$ cat src/rtl/fft_peak_detect.sv
// Peak-bin search over the lower half of an FFT output frame. Reports the peak's index and its re^2+im^2 once per frame.
// Optional build macro FFT_PEAK_DC_SKIP_EN drops bins 0 and 1 from the search.
module fft_peak_detect #(
  parameter int FFT_POINT = 1024,
  parameter int DATA_W    = 16
) (
  input  logic                         clk,
  input  logic                         rst_n,
  input  logic                         i_fft_valid,
  input  logic signed [DATA_W-1:0]     i_fft_re,
  input  logic signed [DATA_W-1:0]     i_fft_im,
  input  logic                         i_fft_last,
  output logic                         o_peak_valid,
  output logic [$clog2(FFT_POINT)-1:0] o_peak_index,
  output logic [2*DATA_W-1:0]          o_peak_mag,
  output logic                         o_frame_err
);

  localparam int IW = $clog2(FFT_POINT);
  localparam int SW = 2*DATA_W-1;
  localparam int MW = 2*DATA_W;
  localparam logic [IW-1:0] LAST_IDX = IW'(FFT_POINT-1);
`ifdef FFT_PEAK_DC_SKIP_EN
  localparam logic [IW-1:0] FIRST_IDX = IW'(2);
`else
  localparam logic [IW-1:0] FIRST_IDX = '0;
`endif

  typedef enum logic [1:0] {ACC, DONE, ERR} state_t;

  logic [IW-1:0]            r_bin_cnt;

  logic                     r_s1_valid;
  logic                     r_s1_last;
  logic [IW-1:0]            r_s1_idx;
  logic signed [DATA_W-1:0] r_s1_re;
  logic signed [DATA_W-1:0] r_s1_im;

  logic                     r_s2_valid;
  logic                     r_s2_last;
  logic [IW-1:0]            r_s2_idx;
  logic [SW-1:0]            r_s2_sq_re;
  logic [SW-1:0]            r_s2_sq_im;

  state_t                   r_state;
  logic [MW-1:0]            r_max_mag;
  logic [IW-1:0]            r_max_idx;

  logic signed [SW-1:0]     w_re_ext;
  logic signed [SW-1:0]     w_im_ext;
  logic signed [SW-1:0]     w_sq_re;
  logic signed [SW-1:0]     w_sq_im;
  logic [MW-1:0]            w_mag;
  logic                     w_dc_skip;
  logic                     w_in_win;
  logic                     w_first;
  logic                     w_load;
  logic                     w_idx_last;
  logic                     w_end_ok;
  logic                     w_end_err;

  // Bin counter: restarts after a marked last bin or after the final index.
  always_ff @(posedge clk or negedge rst_n) begin
    if (!rst_n) begin
      r_bin_cnt <= '0;
    end else if (i_fft_valid) begin
      if (i_fft_last || (r_bin_cnt == LAST_IDX))
        r_bin_cnt <= '0;
      else
        r_bin_cnt <= r_bin_cnt + 1'b1;
    end
  end

  always_ff @(posedge clk or negedge rst_n) begin
    if (!rst_n) begin
      r_s1_valid <= 1'b0;
      r_s1_last  <= 1'b0;
      r_s1_idx   <= '0;
      r_s1_re    <= '0;
      r_s1_im    <= '0;
    end else begin
      r_s1_valid <= i_fft_valid;
      r_s1_last  <= i_fft_valid & i_fft_last;
      r_s1_idx   <= r_bin_cnt;
      r_s1_re    <= i_fft_re;
      r_s1_im    <= i_fft_im;
    end
  end

  // Squares are computed at 2*DATA_W-1 bits; the result is never negative, so the top bit is a magnitude bit.
  assign w_re_ext = {{(DATA_W-1){r_s1_re[DATA_W-1]}}, r_s1_re};
  assign w_im_ext = {{(DATA_W-1){r_s1_im[DATA_W-1]}}, r_s1_im};
  assign w_sq_re  = w_re_ext * w_re_ext;
  assign w_sq_im  = w_im_ext * w_im_ext;

  always_ff @(posedge clk or negedge rst_n) begin
    if (!rst_n) begin
      r_s2_valid <= 1'b0;
      r_s2_last  <= 1'b0;
      r_s2_idx   <= '0;
      r_s2_sq_re <= '0;
      r_s2_sq_im <= '0;
    end else begin
      r_s2_valid <= r_s1_valid;
      r_s2_last  <= r_s1_last;
      r_s2_idx   <= r_s1_idx;
      r_s2_sq_re <= w_sq_re;
      r_s2_sq_im <= w_sq_im;
    end
  end

  assign w_mag = {1'b0, r_s2_sq_re} + {1'b0, r_s2_sq_im};

`ifdef FFT_PEAK_DC_SKIP_EN
  assign w_dc_skip = (r_s2_idx < IW'(2));
`else
  assign w_dc_skip = 1'b0;
`endif

  assign w_in_win   = r_s2_valid && !r_s2_idx[IW-1] && !w_dc_skip;
  assign w_first    = (r_s2_idx == FIRST_IDX);
  assign w_load     = w_in_win && (w_first || (w_mag > r_max_mag));
  assign w_idx_last = (r_s2_idx == LAST_IDX);
  assign w_end_ok   = r_s2_valid && r_s2_last && w_idx_last;
  assign w_end_err  = r_s2_valid && (r_s2_last != w_idx_last);

  // A bin compared in the DONE/ERR cycle starts the next frame.
  // Its load therefore wins over the end-of-frame clear.
  always_ff @(posedge clk or negedge rst_n) begin
    if (!rst_n) begin
      r_state      <= ACC;
      r_max_mag    <= '0;
      r_max_idx    <= '0;
      o_peak_valid <= 1'b0;
      o_peak_index <= '0;
      o_peak_mag   <= '0;
      o_frame_err  <= 1'b0;
    end else begin
      o_peak_valid <= 1'b0;
      o_frame_err  <= 1'b0;
      unique case (r_state)
        DONE: begin
          o_peak_valid <= 1'b1;
          o_peak_index <= r_max_idx;
          o_peak_mag   <= r_max_mag;
        end
        ERR: o_frame_err <= 1'b1;
        default: ;
      endcase

      if (w_load) begin
        r_max_mag <= w_mag;
        r_max_idx <= r_s2_idx;
      end else if (r_state != ACC) begin
        r_max_mag <= '0;
        r_max_idx <= '0;
      end

      if (w_end_ok)
        r_state <= DONE;
      else if (w_end_err)
        r_state <= ERR;
      else
        r_state <= ACC;
    end
  end

endmodule

$ cat config.mk
export PLATFORM = sky130hd
export DESIGN_NAME = fft_peak_detect
export DESIGN_NICKNAME = d
export VERILOG_FILES = /design/src/rtl/fft_peak_detect.sv
export SDC_FILE = /design/constraint.sdc
export NUM_CORES = 2
export LEC_CHECK = 0
export BUFFER_PORTS_ARGS = -buffer_cell sky130_fd_sc_hd__buf_2
export CAP_MARGIN = 25
export CORE_MARGIN = 3
export CORE_UTILIZATION = 43
export DETAILED_ROUTE_END_ITERATION = 16
export GPL_ROUTABILITY_DRIVEN = 0
export PLACE_DENSITY = 0.66
export REMOVE_ABC_BUFFERS = 1
export SLEW_MARGIN = 30
export SYNTH_ARGS = -nofsm -noshare
export SYNTH_HDL_FRONTEND = slang
export SYNTH_SLANG_ARGS = --single-unit
export TNS_END_PERCENT = 50
$ cat constraint.sdc
create_clock -name clk -period 10.4 [get_ports clk]
set_clock_uncertainty 0.2 [all_clocks]
set_input_delay 1.04 -clock clk [delete_from_list [all_inputs] [get_ports clk]]
set_output_delay 1.04 -clock clk [all_outputs]
set_load 0.03 [all_outputs]
* After elaboration in Yosys (flattened, before gate mapping)
Index checks and enable logic that the tools add are counted.
** Word-level totals
- Flip-flop bits (word level) :: 216
- Input port bits :: 36
- Output and inout port bits :: 44
- Word-level logic and storage cells :: 49
** Operators by class
- Add/subtract/negate cells :: 2
- Multiply operators :: 2
- $lt $le $gt $ge :: 1
- Eq/ne operators :: 5
- Multiplexer cells :: 9
- Bitwise gates (word level) :: 1
- Reduce and logical (&&, ||, !) cells :: 11
** Operator list (number)
- 2-to-1 mux 32 bit :: 2
- multiplier 16 x 16 -> 31 bit :: 2
- adder 31 x 31 -> 32 bit :: 1
- > comparator 32 bit :: 1
- 2-to-1 mux 10 bit :: 3
- == test 10 bit (second input constant) :: 2
- adder 10 x 1 -> 10 bit (second input constant) :: 1
- zero test 10 bit :: 1
- logical AND 1 bit :: 5
- 2-to-1 mux 2 bit :: 2
- nonzero test 2 bit :: 2
- == test 2 x 1 -> 1 bit (second input constant) :: 1
- == test 2 bit (second input constant) :: 1
- logical OR 1 bit :: 2
- 2-to-1 mux 1 bit :: 2
- AND 1 bit :: 1
- zero test 1 bit :: 1
- != test 1 bit :: 1

* Depth between registers and ports, before layout
- Word-level depth :: 5
- Depth in mapped cells :: 25

* Worst setup path before layout
OpenSTA, ideal clock, no wires.
- Path type :: reg2reg
- Start point :: reg r_s1_im[15]
- End point :: reg r_s2_sq_im[30]
- Library setup time :: 0.141 ns
- Arrival :: 6.004 ns
- Required time :: 10.059 ns
- Slack :: 4.055 ns
- Stages on the path, launching flop included :: 24
- Clock period less this slack :: 6.345 ns
- Cells stage by stage :: dfrtp_1 > clkbuf_1 > inv_1 > clkbuf_1 > nor2_1 > fa_1 > inv_1 > fa_1 > fa_1 > inv_1 > fa_1 > fa_1 > inv_1 > fa_1 > inv_1 > ha_1 > a21o_1 > a21o_1 > a2111oi_0 > o31ai_1 > o21ai_1 > a31oi_1 > nor4_1 > a311oi_1
** On the way
- Longest elaborated chain between the ends :: 1
** Ends and longest elaborated chain
- from (decl) :: line 37 : logic signed [DATA_W-1:0] r_s1_im;
- from (signal assigned) :: line 86 : r_s1_im <= i_fft_im;
- multiplier 16 x 16 -> 31 bit :: line 94 : assign w_sq_im = w_im_ext * w_im_ext;
- named net w_sq_im[30] :: line 52 : logic signed [SW-1:0] w_sq_im;
- to (signal assigned) :: line 108 : r_s2_sq_im <= w_sq_im;
- to (decl) :: line 43 : logic [SW-1:0] r_s2_sq_im;
The timed path passes the listed nets, and every way through them passes these cells.
A chain may end at the register's enable or synchronous reset.

* Worst setup path after layout
Same ends and word-level chain as after synthesis.

==> flow_metrics.env <==
export IMPL_ys_flop_type="dfrtp_1"
export IMPL_antenna_cells=0
export IMPL_avgViaCountPerCell=5.072
export IMPL_synth_edff_count=0
export IMPL_wire_per_inst_microns=15.86
export IMPL_setup_tns_final_ns=0
export IMPL_dp_hpwl_microns=46220
export IMPL_fp_dieW_microns=253.5
export IMPL_synth_distinct_cells=73
export IMPL_layout_common_cells="701 x inv_1, 459 x fa_1, 235 x ha_1"
export IMPL_syn_to_final_growth_pct=7.787
export IMPL_drt_pass1_iterations=5
export IMPL_die_y_microns=253.5
export IMPL_multi_input_area_sq_um=18110
export IMPL_synth_top_family_by_area="adder cells"
export IMPL_pin_count=80
export IMPL_hold_path_class="reg -> reg"
export IMPL_worstSkewPairLatency_ns=0.58
export IMPL_rows=90
export IMPL_seqCellArea_sq_um=5355
export IMPL_initial_core_util=0.4355
export IMPL_grt_pass1_vias=19665
export IMPL_seq_area_frac_synth=0.2034
export IMPL_post_cts_resized=0
export IMPL_die_area_sq_um=64250
export IMPL_ys_ff_latch=214
export IMPL_tightest_slew_ns=0.9898
export IMPL_relSlewSlack=0.3351
export IMPL_synthAdderAreaFrac=0.4606
export IMPL_core_sq_um=60470
export IMPL_routed_wl_microns=56170
export IMPL_preCtsSetupSlack_ns=3.260
export IMPL_clkTransAtPathRegs_ns=0.06
export IMPL_critPathRequiredTime_ns=10.59
export IMPL_rsz0062_at_grt="no"
export IMPL_synth_compound_area_frac=0.08267
export IMPL_grt_max_degree=108
export IMPL_path_max_fanout=19
export IMPL_avgSynthCellArea_sq_um=9.771
export IMPL_via_count=17966
export IMPL_final_common_cell="inv_1"
export IMPL_grt_first_pass_wirelength_microns=95720
export IMPL_fillCellCount=5542
export IMPL_synth_area_mux_share=0.006699
export IMPL_dp_cells=3494
export IMPL_setup_slack_ns=3.248
export IMPL_clockBufferDepth=3
export IMPL_port_buffers=79
export IMPL_min_period_ns=7.152
export IMPL_antenna_found_initial=1
export IMPL_synthArstFlopShare=1.000
export IMPL_yosys_area_share_simple=0.1027
export IMPL_stdcell_count=3542
export IMPL_maxCapViolCount=0
export IMPL_cts_hold_fix_buffers=0
export IMPL_grt_util_all_layers=0.1843
export IMPL_synth_xor_area_share=0.03426
export IMPL_drive_gt1_frac=0.06304
export IMPL_slew_violations=0
export IMPL_clock_sinks=214
export IMPL_finalHoldViolations=0
export IMPL_cts_setup_buffers=0
export IMPL_grt_ovfl_total=0
export IMPL_cts_max_level=1
export IMPL_cp_start_kind="flop"
export IMPL_path_class="reg -> reg"
export IMPL_critPathArrivalTime_ns=7.35
export IMPL_cts_root_buf="clkbuf_16"
export IMPL_drt_iter0_markers=1059
export IMPL_drc=0
export IMPL_status="finished, final reports clean"
export IMPL_fin_crit_sh=0.6877
export IMPL_ant_nets=0
export IMPL_finalSetupViolCount=0
export IMPL_nets=3470
export IMPL_netlist_instances=2695
export IMPL_yosys_warnings=0
export IMPL_fmax_ghz=0.1398
export IMPL_cts_tree="built"
export IMPL_end_kind="flop"
export IMPL_netlist_area_sq_um=26330
export IMPL_cts_buffers=26
[cells in the mapped netlist, drive strengths merged, types with 17 or more instances]
| cell | count | area share |
|---|---|---|
| a21o | 59 | 0.017 |
| nand3 | 38 | 0.0077 |
| fa | 459 | 0.35 |
| dfrtp | 214 | 0.20 |
| xnor2 | 79 | 0.026 |
| nand2 | 215 | 0.031 |
| clkbuf | 61 | 0.0087 |
| nand4 | 17 | 0.0040 |
| xor2 | 24 | 0.0080 |
| nor3 | 22 | 0.0044 |
| and3 | 32 | 0.0078 |
| nor2 | 118 | 0.017 |
| ha | 235 | 0.11 |
| o21ai | 91 | 0.017 |
| inv | 701 | 0.10 |
| and2 | 77 | 0.018 |
| a21oi | 70 | 0.013 |
[layer usage]
layer	vias up	wire length, microns	track usage
met3	102	2481	0.02415
li1	8320	-	-
met4	0	1536	0.05306
met5	-	0	0
met2	392	28660	0.3286
met1	9152	23480	0.2353
[cells by family after synthesis]
family,after synthesis
xor+xnor,103
flops,214
simple gates,571
fa+ha+maj,694
compound gates,328
mux,16
buf+inv,769
[critical path: stages, from the launching register on]
cell       delay, ns
dfrtp_1         0.76
inv_1           0.42
nor2_1          0.33
fa_1            0.47
inv_1           0.09
fa_1            0.41
fa_1            0.51
inv_1           0.05
fa_1            0.48
fa_1            0.49
inv_1           0.05
fa_1            0.47
inv_1           0.05
ha_1            0.35
a21o_1          0.21
a21o_1          0.17
a2111oi_0       0.64
o31ai_1         0.19
o21ai_1         0.22
a31oi_1         0.15
nor4_1          0.19
a311oi_1        0.09
[flip-flops by register name, summed over array words and instances, names as in the netlist]
register	count
r_state	2
r_max_idx	10
r_s1_last	1
r_max_mag	32
o_peak_valid	1
r_s2_sq_re	30
r_s1_valid	1
r_s2_valid	1
r_s1_im	16
r_s2_idx	10
o_peak_mag	32
o_frame_err	1
r_bin_cnt	10
r_s1_idx	10
r_s1_re	16
r_s2_last	1
r_s2_sq_im	30
o_peak_index	10
[path summary, 6_finish.rpt]
kind	cells after the start	to	slack, ns	start
worst min-delay path	0	r_s2_idx[8]	0.15	r_s1_idx[8]
worst max-delay path	21	r_s2_sq_im[30]	3.25	r_s1_im[15]
max in group asynchronous	3	r_s1_im[10]	7.69	rst_n
min in group asynchronous	1	o_peak_index[7]	0.31	rst_n
worst min register to register	0	r_s2_idx[8]	0.15	r_s1_idx[8]
worst max register to register	21	r_s2_sq_im[30]	3.25	r_s1_im[15]
[stage by stage]
step	cell area (sq um)	hold slack, ns	util
after floorplan	26080	0.1312	-
after global placement	27510	0.1324	0.4550
after detailed placement	27520	0.1355	0.4551
after CTS	28380	0.1513	0.4694
after global routing	28380	0.1541	0.4694
final	28380	0.1496	0.4694
[layout make-up]
class,count,share of cell area
Timing Repair Buffer,84,0.01560
Sequential cell,214,0.1887
Multi-Input combinational cell,1712,0.6380
Clock inverter,12,0.004055
Inverter,702,0.09283
Tap cell,782,0.03447
Clock buffer,36,0.02636
Power is left out: the tool's default activity adds up to more than one toggle a clock period on the data nets, which glitch-free logic cannot reach.
